`config.mk`:
```
export PLATFORM = sky130hd
export DESIGN_NAME = cu_fsm
export DESIGN_NICKNAME = d
export VERILOG_FILES = /design/src/rtl/cu_fsm.sv
export SDC_FILE = /design/constraint.sdc
export NUM_CORES = 1
export LEC_CHECK = 0
export ABC_AREA = 1
export BUFFER_PORTS_ARGS = -buffer_cell sky130_fd_sc_hd__buf_2
export CORE_AREA = 4 4 41 43
export DETAILED_ROUTE_END_ITERATION = 8
export DIE_AREA = 0 0 45 47
export GPL_TIMING_DRIVEN = 0
export PLACE_DENSITY_LB_ADDON = 0.25
export SETUP_SLACK_MARGIN = 0.15
export SLEW_MARGIN = 20
export SYNTH_ARGS = -nofsm -noshare
export SYNTH_HDL_FRONTEND = slang
export SYNTH_SLANG_ARGS = --single-unit
```
`constraint.sdc`:
```
create_clock -name clock -period 1.5 [get_ports clock]
set_input_delay 0.15 -clock clock [delete_from_list [all_inputs] [get_ports clock]]
set_output_delay 0.15 -clock clock [all_outputs]
set_load 0.02 [all_outputs]
```
`src/rtl/cu_fsm.sv`:
```
// ---------------------------------------------------------------------------
// cu_fsm
// Control unit for the 8-bit accumulator processor. It runs a
// fetch / decode / execute state machine and turns the current state, the
// opcode and the accumulator flags into datapath control strobes. It also
// synchronises and edge-detects the Enter pushbutton that the IN
// instruction waits on.
//
// Ports
//   clock     in   1  system clock, rising edge
//   reset     in   1  asynchronous, active-high reset
//   enter     in   1  raw pushbutton, asynchronous to clock
//   ir        in   3  opcode from datapath IR[7:5]
//   aeq0      in   1  A == 0 flag
//   apos      in   1  A[7] == 0 flag
//   ir_load   out  1  load IR from RAM data
//   jmp_mux   out  1  PC source: 0 = PC+1, 1 = IR[4:0]
//   pc_load   out  1  load PC
//   mem_inst  out  1  RAM address: 0 = PC, 1 = IR[4:0]
//   mem_wr    out  1  RAM write strobe
//   a_load    out  1  load A
//   sub       out  1  addsub op: 0 = add, 1 = subtract
//   a_sel     out  2  A source: 00 addsub, 01 input, 10 RAM, 11 8'hFF
//   halt      out  1  high while halted
//   state     out  4  current state code, for debug
// ---------------------------------------------------------------------------
module cu_fsm #(
   parameter int SYNC_STAGES = 2
) (
   input  logic       clock,
   input  logic       reset,
   input  logic       enter,
   input  logic [2:0] ir,
   input  logic       aeq0,
   input  logic       apos,
   output logic       ir_load,
   output logic       jmp_mux,
   output logic       pc_load,
   output logic       mem_inst,
   output logic       mem_wr,
   output logic       a_load,
   output logic       sub,
   output logic [1:0] a_sel,
   output logic       halt,
   output logic [3:0] state
);

   // Execute states sit at 8 + opcode so DECODE can jump straight to them.
   typedef enum logic [3:0] {
      S_START  = 4'd0,
      S_FETCH  = 4'd1,
      S_DECODE = 4'd2,
      S_LOAD   = 4'd8,
      S_STORE  = 4'd9,
      S_ADD    = 4'd10,
      S_SUB    = 4'd11,
      S_IN     = 4'd12,
      S_JZ     = 4'd13,
      S_JPOS   = 4'd14,
      S_HALT   = 4'd15
   } state_t;

   state_t                 cur;
   logic [SYNC_STAGES-1:0] syncFf;
   logic                   hist;
   logic                   enterRise;

   // Enter synchroniser chain plus one history flop. The button is sampled
   // continuously, so a press that happens outside IN has already been
   // consumed by the time IN is reached, and a button held on entry to IN
   // produces no edge until it is released and pressed again.
   always_ff @(posedge clock or posedge reset) begin
      if (reset) begin
         syncFf <= '0;
         hist   <= 1'b0;
      end else begin
         syncFf <= {syncFf[SYNC_STAGES-2:0], enter};
         hist   <= syncFf[SYNC_STAGES-1];
      end
   end

   // One-cycle pulse per press of the synchronised button.
   assign enterRise = syncFf[SYNC_STAGES-1] & ~hist;

   // State register and next-state logic. Unused encodings fall back to
   // START so a corrupted state recovers within one cycle.
   always_ff @(posedge clock or posedge reset) begin
      if (reset) begin
         cur <= S_START;
      end else begin
         case (cur)
            S_START:  cur <= S_FETCH;
            S_FETCH:  cur <= S_DECODE;
            S_DECODE: cur <= state_t'({1'b1, ir});
            S_LOAD,
            S_STORE,
            S_ADD,
            S_SUB,
            S_JZ,
            S_JPOS:   cur <= S_FETCH;
            S_IN: begin
               if (enterRise) begin
                  cur <= S_FETCH;
               end
            end
            S_HALT:   cur <= S_HALT;
            default:  cur <= S_START;
         endcase
      end
   end

   // Control decode. Outputs follow the state register combinationally so
   // that an asynchronous reset drops every strobe (in particular mem_wr)
   // immediately, abandoning the current instruction without a partial
   // write. IN, JZ and JPOS additionally look at the Enter edge and flags.
   always_comb begin
      ir_load  = 1'b0;
      jmp_mux  = 1'b0;
      pc_load  = 1'b0;
      mem_inst = 1'b0;
      mem_wr   = 1'b0;
      a_load   = 1'b0;
      sub      = 1'b0;
      a_sel    = 2'b00;
      halt     = 1'b0;
      case (cur)
         S_FETCH: begin
            ir_load = 1'b1;
            pc_load = 1'b1;
         end
         S_DECODE: begin
            mem_inst = 1'b1;
         end
         S_LOAD: begin
            mem_inst = 1'b1;
            a_sel    = 2'b10;
            a_load   = 1'b1;
         end
         S_STORE: begin
            mem_inst = 1'b1;
            mem_wr   = 1'b1;
         end
         S_ADD: begin
            mem_inst = 1'b1;
            a_load   = 1'b1;
         end
         S_SUB: begin
            mem_inst = 1'b1;
            sub      = 1'b1;
            a_load   = 1'b1;
         end
         S_IN: begin
            if (enterRise) begin
               mem_inst = 1'b1;
               a_sel    = 2'b01;
               a_load   = 1'b1;
            end
         end
         S_JZ: begin
            mem_inst = 1'b1;
            jmp_mux  = aeq0;
            pc_load  = aeq0;
         end
         S_JPOS: begin
            mem_inst = 1'b1;
            jmp_mux  = apos;
            pc_load  = apos;
         end
         S_HALT: begin
            halt = 1'b1;
         end
         default: begin
         end
      endcase
   end

   assign state = cur;

endmodule

```
After elaboration in Yosys (flattened, before gate mapping)
Index checks and enable logic that the tools add are counted.
{ "op_classes": {"eq_ne": 11, "mux": 13, "n_bitwise": 2, "n_reduce_logical": 4} }
{ "ops": {"columns": ["cell", "count"], "rows": [
  ["$eq 4x4->1 const B", 8],
  ["$pmux 4 s5", 1],
  ["$reduce_or 7->1", 2],
  ["$mux 1", 6],
  ["$pmux 1 s2", 3],
  ["$eq 4x1->1 const B", 1],
  ["$eq 4x2->1 const B", 1],
  ["$logic_not 4->1", 1],
  ["$mux 4", 1],
  ["$pmux 2 s2", 1],
  ["$pmux 1 s3", 1],
  ["$reduce_or 3->1", 1],
  ["$ne 2x2->1 const B", 1],
  ["$and 1x1->1", 1],
  ["$not 1->1", 1]
]} }
{ "totals": {"regBits": 7, "in_bits": 8, "out_inout_bits": 14, "word_cells": 33} }

Depth between registers and ports, before layout
Gate-level depths: netlist of the first run.
{ "logic_depth": {"depth_word": 4, "mapped_depth": 6, "depth_no_buf": 6} }

Worst setup path before layout of the first run
OpenSTA, ideal clock, no wires.
{ "synth_path": {"kind": "register to output", "start": "register cur[0] (netlist: state[0])", "end": "output port a_load", "arrival_ps": 1203, "required_time_ps": 1350, "path_slack_ps": 147, "path_stages_with_launch": 4, "n_path_buf": 0, "cell_sequence": "dfrtp_1 -> nor2_2 -> nand3_2 -> a21oi_1"} }
{ "synth_between": {"elab_chain_len": 3, "elab_cells_between_ends": 6, "cone_classes": "eq/ne (4); mux (1); reduce/logical (1)"} }
{ "synth_rtl": {"columns": ["item", "line_no", "text"], "rows": [
  ["start: declaration", "63", "state_t cur;"],
  ["start signal: assignment", "94", "S_DECODE: cur <= state_t'({1'b1, ir});"],
  ["$eq 4x4->1", "126", "case (cur)"],
  ["$reduce_or 3->1 (no source line)", null, null],
  ["$pmux 1 s2 (*)", "126", null],
  ["end: declaration", "41", "output logic a_load,"]
]} }
Mark *: on every way between the ends. The rest lies on a longest branch, timed or not.

Worst setup path in the final report of the first run
{ "layout_path": {"start": "register cur[1] (netlist: state[1])", "end": "output port mem_inst"} }
{ "layout_between": {"elab_chain_len": 3, "elab_cells_between_ends": 10, "cone_classes": "eq/ne (8); mux (1); reduce/logical (1)"} }
{ "layout_rtl": {"columns": ["item", "line_no", "text"], "rows": [
  ["$eq 4x4->1 / $eq 4x2->1 (equally long branches)", "126", null],
  ["$reduce_or 7->1 (no source line)", null, null],
  ["$pmux 1 s2 (*)", "126", null],
  ["end: declaration", "39", "output logic mem_inst,"]
]} }
Marked as above.

==> impl_metrics.tcl, run 1 <==
set metrics [dict create \
    finalSetupTns_ps 0 \
    timing.fmax_mhz 708 \
    diodes 0 \
    start_util 0.306 \
    cts.path.max_buffers 2 \
    ys_async_sr_fraction 1.00 \
    slowest_delay_ps 440 \
    syn-cell-area_um2 398 \
    path_class "reg2out" \
    powerDensity_mw_per_mm2 2010 \
    via_per_inst 4.43 \
    synth_area_leaders "dfrtp_1 (44%), nand2_1 (12%), nand3_1 (10%)" \
    worst-path-buf-inv 2 \
    worstRegToRegCells 4 \
    cts.sinks 7 \
    gr-total-overflow 0 \
    synth_top_area_share 0.440 \
    layout.cells.non_filler 103 \
    final_layout_size_suffix_gt1_frac 0.580 \
    setup.worst_path.start "state[1]" \
    area_growth_pct 69.5 \
    drt_iter0_markers 4 \
    synth-edff-count 0 \
    drc 0 \
    port_buffers 21 \
    cp.depth 7 \
    wirelength_mm 1.05 \
    critPathSlowestCell "dfrtp_2" \
    synth_most_common_cell "nand2_1" \
    yosysWarnings 0 \
    pwr-share-clk 0.123 \
    worstSetupStartpointType "register" \
    path_cells "inv_2 -> nor2_4 -> nand2_2 -> nand2_1 -> nor2_1 -> nand2_1 -> buf_4" \
    setup_violations 0 \
    rrSetupSlack_ps 470 \
    path_common_cell "nand2_1" \
    final_nets 97 \
    grt_pass1_vias 427 \
    worstPathMaxFanout 4 \
    hold_violations 0 \
    syn_avg_cell_area_um2 7.11 \
    vias 456 \
    core_area_mm2 0.00130 \
    wl_per_cell_um 10.2 \
    pin_count 22 \
    p_switching_mw 0.645 \
    peakVddDrop_v 0.00121 \
    die_w_um 45 \
    relSlewSlack 0.829 \
    timing.rr.end "state[2]" \
    synth-seq-area-share 0.440 \
    rsz0062_at_grt "true" \
    worst_slew_pin_slew_ps 256 \
    skew_ps 7.53 \
    timing.rr.start "state[0]" \
    synth_top_area_cell "dfrtp_1" \
    ys_ff_latch 7 \
    period_share 0.941 \
    first_pass_iters 2 \
    dp_cells 92 \
    cts_tree "yes" \
    p_leak_nw 0.389 \
    syn_nets 64 \
    seqPwrFrac 0.246 \
    place.gp.congestion 0.730 \
    crit_path_end "mem_inst" \
    grt_usage 0.120 \
    root_buffer "clkbuf_4" \
    cts.htree.levels 1 \
    swShare 0.475 \
    ant_nets 0 \
    status "finished, final reports clean" \
    hold_path_class "in2reg" \
    combPwrFrac 0.631 \
    clk_pin_slew_ps 50 \
    p_int_mw 0.713 \
    synth.distinct_cells 12 \
    fin_crit_ps 1410 \
    grt_pass1_wl_mm 1.75 \
    synthTopCellsByCount "nand2_1 (13), inv_1 (9), nand3_1 (8), dfrtp_1 (7), nor2_1 (6)" \
    num_rows 13 \
    cp.required_ps 1350 \
    fp.dieH_um 47 \
    die_area_mm2 0.00212 \
    grt_antenna_before_repair 0 \
    synth_cells 56 \
    drv_slew 0 \
    critPathArrivalTime_ps 1260 \
    dp_hpwl_um 792 \
    yosys_most_used_dff "dfrtp_1" \
    clkLatencyLatePin_ps 250 \
    end_kind "primary output" \
    numCtsBuffers 3 \
    grt_max_degree 8 \
    cp_top_family "flip-flops" \
    cap_violations 0 \
]
per-layer routing:
metal,vias up,global-route usage,part of all wire
li1,236,-,-
met1,199,0.131,0.40
met2,16,0.189,0.50
met3,5,0.0498,0.069
met4,0,0.0877,0.028
met5,-,0,0
metrics by stage:
step	setup WS (ps)	utilization	hold slack (ps)	instance area (µm²)	power (mW)
finish	88.0	0.518	11.1	674	1.36
global placement	227	0.404	77.5	526	0.945
global route	2.71	0.518	3.02	674	1.47
CTS	67.6	0.486	3.31	632	1.28
floorplan	211	-	-46.6	402	0.755
detailed placement	214	0.404	83.7	526	0.952
cell families after synthesis:
group	after synthesis	synth area share
AND/OR/NAND/NOR	34	0.409
AO/OA/AOI/OAI	3	0.0377
flip-flops	7	0.440
buffers and inverters	12	0.113
cells in the final DEF, fill, tap and decap left out, drive strengths merged:
cell	Yosys	layout
buf	0	27
a21oi	3	3
nor2	9	9
nand2	15	15
dfrtp	7	7
clkbuf	0	4
dlygate4sd3	0	1
nand3	9	9
inv	12	12
nor3	1	1
final cells by class:
class | instances | area [µm²]
flip-flops and latches | 7 | 179
clock buffers | 4 | 26.3
repair buffers | 28 | 189
multi-input cells | 37 | 214
inverters | 12 | 47.5
well taps | 15 | 18.8
fillers | 149 | 627
worst min path at each step:
stage | start | to | depth (start not counted)
floorplan | reset | hist | 1
global placement | reset | syncFf[0] | 2
detailed placement | reset | syncFf[1] | 2
CTS | enter | syncFf[0] | 1
global route | enter | syncFf[0] | 1
finish | enter | syncFf[0] | 1
registers in the layout (all words and copies together) (netlist names):
register,flops
hist,1
syncFf,2
state,4
power by group through the flow:
stage	Clock, mW	Sequential, mW	Combinational, mW
2_1_floorplan	0	0.369	0.386
3_3_place_gp	0	0.323	0.622
3_5_place_dp	0	0.323	0.629
4_1_cts	0.171	0.331	0.778
5_1_grt	0.188	0.345	0.940
6_report	0.167	0.334	0.857
timing repair:
item | 4_1_cts | 5_1_grt
hold buffers | 1 | 0
resized for setup | 18 | 6
setup endpoints to repair | 8 | 10
pin swaps | 1 | 0
buffers inserted | 3 | 3
hold endpoints to repair | 7 | 0
No activity file was read; power rests on OpenSTA's default activity.
==> run 2: changes to the inputs <==
==> constraint.sdc (replaced) <==
create_clock -name clock -period 1.5 [get_ports clock]
set_input_delay 0.375 -clock clock [delete_from_list [all_inputs] [get_ports clock]]
set_output_delay 0.375 -clock clock [all_outputs]
set_load 0.02 [all_outputs]
==> run 2 against run 1 <==
Net effect:
- the run now ends with setup timing left
- register-to-register slack got worse by 210 ps
- sequential cell count unchanged
- non-clock buffer count increased by 8
- largest cell class is now buffers
- largest power group unchanged
==> impl_metrics.tcl, run 2 (synthesized netlist as in run 1, its figures left out) <==
set metrics [dict create \
    status "complete, but fails checks" \
    violations "setup timing" \
    powerDensity_mw_per_mm2 2020 \
    p_leak_nw 0.454 \
    peakVddDrop_v 0.00128 \
    skew_ps 7.52 \
    dr_wl_met2_um 748 \
    swShare 0.453 \
    hold_path_class "in2async" \
    p_switching_mw 0.765 \
    final_util 0.643 \
    grt_antenna_before_repair 0 \
    largest_reg_flops 4 \
    drc 0 \
    place.gp.congestion 0.765 \
    vias 517 \
    wl_met3_um 68 \
    cp.required_ps 1120 \
    drt_iter0_markers 12 \
    setup_ws_ps -153 \
    seqPwrFrac 0.208 \
    timing.fmax_mhz 605 \
    cts_hold_buf 0 \
    path_cells "nor2_4 -> nand2_2 -> nand2_2 -> nor2_2 -> nand2_2 -> buf_6" \
    final_nets 105 \
    port_buffers 21 \
    wl_per_cell_um 11.9 \
    fp.dieH_um 47 \
    hold_violations 0 \
    pwr-share-clk 0.099 \
    dp_hpwl_um 751 \
    wl_met1_um 498 \
    rrSetupSlack_ps 260 \
    gr-total-overflow 0 \
    clkLatencyLatePin_ps 250 \
    combPwrFrac 0.693 \
    cts.path.max_buffers 2 \
    diodes 0 \
    total_power_mw 1.69 \
    die_w_um 45 \
    relSlewSlack 0.825 \
    multiInputGateArea_um2 260 \
    slowest_delay_ps 470 \
    top_layer "met3" \
    numCtsBuffers 3 \
    layout_commonest_cell "buf_4" \
    worst_slew_pin_slew_ps 263 \
    finalSetupTns_ps -841 \
    layout_common_cells "buf_4 (15), buf_6 (13), nand2_2 (10)" \
    critPathArrivalTime_ps 1280 \
    drv_slew 0 \
    fillCellCount 108 \
    clk_pin_slew_ps 50 \
    grt_pass1_vias 495 \
    path_common_cell "nand2_2" \
    p_int_mw 0.925 \
    pin_count 22 \
    final_layout_size_suffix_gt1_frac 0.760 \
    first_pass_iters 4 \
    cts_tree "yes" \
    critPathSlowestCell "dfrtp_2" \
    period_share 1.10 \
    root_buffer "clkbuf_4" \
    path_class "reg2out" \
    setup_violations 10 \
    worstPathMaxFanout 7 \
    end_kind "primary output" \
    cap_violations 0 \
    num_rows 13 \
    cts.sinks 7 \
    wirelength_mm 1.32 \
    cts.htree.levels 1 \
    worstSetupStartpointType "register" \
    ff_latch_area_um2 180 \
    via_per_inst 4.66 \
    grt_max_degree 8 \
    grt_pass1_wl_mm 2.08 \
    fin_crit_ps 1650 \
    grt_usage 0.136 \
    ant_nets 0 \
    area_growth_pct 110 \
    rsz0062_at_grt "true" \
    die_area_mm2 0.00212 \
    core_area_mm2 0.00130 \
    start_util 0.306 \
]
run 2: final timing paths:
kind,from,to,depth (start not counted)
max,state[0],mem_inst,6
min,reset,hist,2
max reg2reg,state[0],state[1],7
min reg2reg,syncFf[0],syncFf[1],0
max in group asynchronous,reset,state[1],2
min in group clock,enter,syncFf[0],1
run 2: through the flow:
stage | cell area [µm²] | std cells | setup slack (ps) | hold WS [ps]
floorplan | 427 | 56 | 107 | 178
global placement | 551 | 92 | 58.1 | 302
detailed placement | 551 | 92 | 51.6 | 305
CTS | 758 | 108 | -146 | 34.5
global route | 837 | 111 | -218 | 61.7
finish | 837 | 111 | -153 | 39.0
run 2: power groups by stage:
stage | clock network, mW | registers, mW | logic [mW]
global placement | 0 | 0.348 | 0.645
global route | 0.192 | 0.361 | 1.25
finish | 0.167 | 0.352 | 1.17
floorplan | 0 | 0.392 | 0.413
detailed placement | 0 | 0.351 | 0.648
CTS | 0.173 | 0.340 | 1.02
run 2: routing by layer:
metal,vias to the layer above,global-route usage
met5,-,0
met4,0,0.0351
met3,0,0.0498
met2,20,0.243
met1,246,0.153
li1,251,-
run 2: area by class of cell:
| type | instances | share of cell area |
|---|---|---|
| flip-flops and latches | 7 | 0.215 |
| repair buffers | 36 | 0.357 |
| multi-input cells | 37 | 0.311 |
| clock buffers | 4 | 0.0314 |
| inverters | 12 | 0.0628 |
| well taps | 15 | 0.0224 |
run 2: critical path: cells and delay by family, from the launching register on:
family	cells	cell delay (ps)
DFF	1	470
buffers and inverters	1	110
and+or+nand+nor	5	450
run 2: what timing repair did:
action                                  in CTS  in global routing
endpoints found under the setup margin      10                 13
resized for setup                           33                 16
pin swaps                                    7                  8
setup buffers                               12                  3
==> run 3: changes to the inputs <==
- SETUP_SLACK_MARGIN: 0.15 -> 0.05
==> run 3 against run 2 <==
Net effect:
- utilization is 8.2 points lower
- highest routed layer is now met4
- first-iteration DRC count is 50% lower
- largest cell class is now multi-input combinational cells
- the run still ends with setup timing left
- die area stayed put
==> impl_metrics.tcl, run 3 (synthesized netlist as in run 1, its figures left out) <==
set metrics [dict create \
    path_class "reg2out" \
    skew_ps 3.27 \
    hold_path_class "in2async" \
    largest_reg_flops 4 \
    violations "setup timing" \
    rsz0062_at_grt "true" \
    dp_hpwl_um 761 \
    critPathArrivalTime_ps 1250 \
    cts.sinks 7 \
    end_kind "primary output" \
    fin_crit_ps 1630 \
    cts.htree.levels 1 \
    total_power_mw 1.50 \
    timing.rr.start "state[3]" \
    clkLatencyLatePin_ps 240 \
    rrSetupSlack_ps 340 \
    die_w_um 45 \
    final_layout_size_suffix_gt1_frac 0.648 \
    drv_slew 0 \
    place.gp.congestion 0.747 \
    worstSetupStartpointType "register" \
    numCtsBuffers 3 \
    ant_nets 0 \
    timing.rr.end "state[2]" \
    grt_pass1_vias 442 \
    worstRegToRegCells 6 \
    cap_violations 0 \
    worstPathMaxFanout 5 \
    layout_commonest_cell "buf_4" \
    setup_violations 10 \
    root_buffer "clkbuf_4" \
    cts.path.max_buffers 2 \
    layout_common_cells "buf_4 (15), buf_2 (11), nand2_1 (9)" \
    area_growth_pct 83.6 \
    die_area_mm2 0.00212 \
    cts_tree "yes" \
    worst_slew_pin_slew_ps 246 \
    setup_ws_ps -129 \
    vias 470 \
    setup.worst_path.start "state[0]" \
    crit_path_end "jmp_mux" \
    core_area_mm2 0.00130 \
    num_rows 13 \
    grt_usage 0.118 \
    dpl_worst_slack_ps -6.45 \
    p_leak_nw 0.425 \
    cts_hold_buf 0 \
    wirelength_mm 1.16 \
    gr-total-overflow 0 \
    drt_iter0_markers 6 \
    wl_per_cell_um 10.9 \
    via_per_inst 4.43 \
    start_util 0.306 \
    pin_count 22 \
    port_buffers 21 \
    final_nets 100 \
    timing.fmax_mhz 614 \
    period_share 1.09 \
    powerDensity_mw_per_mm2 2060 \
    grt_pass1_wl_mm 1.73 \
    status "complete, but fails checks" \
    grt_antenna_before_repair 0 \
    peakVddDrop_v 0.000997 \
    clk_pin_slew_ps 50 \
    grt_max_degree 8 \
    relSlewSlack 0.836 \
    first_pass_iters 4 \
    hold_violations 0 \
    cp.required_ps 1120 \
    drc 0 \
    fp.dieH_um 47 \
    diodes 0 \
]
[run 3: cell types whose count changed in the layout (fill, tap and decap cells not counted)]
cell	change
buf_2	+3
buf_6	-8
inv_1	+1
inv_6	-1
nand2_1	+5
nand2_2	-5
nand3_1	+2
nand3_2	-2
nor2_1	+1
nor2_2	-2
nor2_4	+1
nor3_2	+1
nor3_4	-1
[run 3: how the worst min path moves through the flow]
stage          startpoint   endpoint  slack [ps]  depth (start not counted)
6_report            reset   state[0]          40                          2
5_1_grt             reset  syncFf[1]          60                          2
4_1_cts             reset   state[3]          40                          2
3_5_place_dp        reset  syncFf[0]         310                          2
3_3_place_gp        reset  syncFf[0]         300                          2
2_1_floorplan       reset       hist         180                          1
[run 3: stage by stage]
| step | cell area, µm² | cells | hold WS, ps | setup TNS (ps) | util |
|---|---|---|---|---|---|
| 5_1_grt | 731 | 106 | 57.5 | -1620 | 0.562 |
| 3_3_place_gp | 532 | 92 | 301 | 0 | 0.409 |
| 2_1_floorplan | 408 | 56 | 178 | 0 | - |
| 3_5_place_dp | 532 | 92 | 308 | -6.45 | 0.409 |
| 4_1_cts | 663 | 102 | 40.8 | -923 | 0.510 |
| 6_report | 731 | 106 | 38.6 | -746 | 0.562 |
[run 3: worst max-delay path: stages, from the launching register on]
cell and delay [ps]:
dfrtp_2 460, nor2_4 170, nand3_1 150, nand2_1 120, buf_6 120
[run 3: report_power, final]
| group | internal (mW) | switching (mW) | total (mW) | leakage (nW) |
|---|---|---|---|---|
| combinational | 0.458 | 0.528 | 0.986 | 0.329 |
| clock | 0.101 | 0.0646 | 0.166 | 0.0150 |
| sequential | 0.249 | 0.101 | 0.350 | 0.0811 |
[run 3: layout make-up]
type / instances / area [µm²]
well taps: 15 / 18.8
multi-input cells: 37 / 234
inverters: 12 / 47.5
fillers: 131 / 571
flip-flops and latches: 7 / 180
clock buffers: 4 / 26.3
repair buffers: 31 / 224
[run 3: routing by layer]
metal | track usage | part of all wire | vias up | routed length [µm]
li1 | - | - | 242 | -
met1 | 0.129 | 0.39 | 208 | 458
met2 | 0.209 | 0.52 | 18 | 607
met3 | 0.0383 | 0.067 | 2 | 78
met4 | 0.0526 | 0.014 | 0 | 16
met5 | 0 | 0 | - | 0
[run 3: repair_timing]
item,4_1_cts,5_1_grt
buffers inserted,6,4
resized for setup,22,12
setup endpoints to repair,10,10
pin swaps,3,1
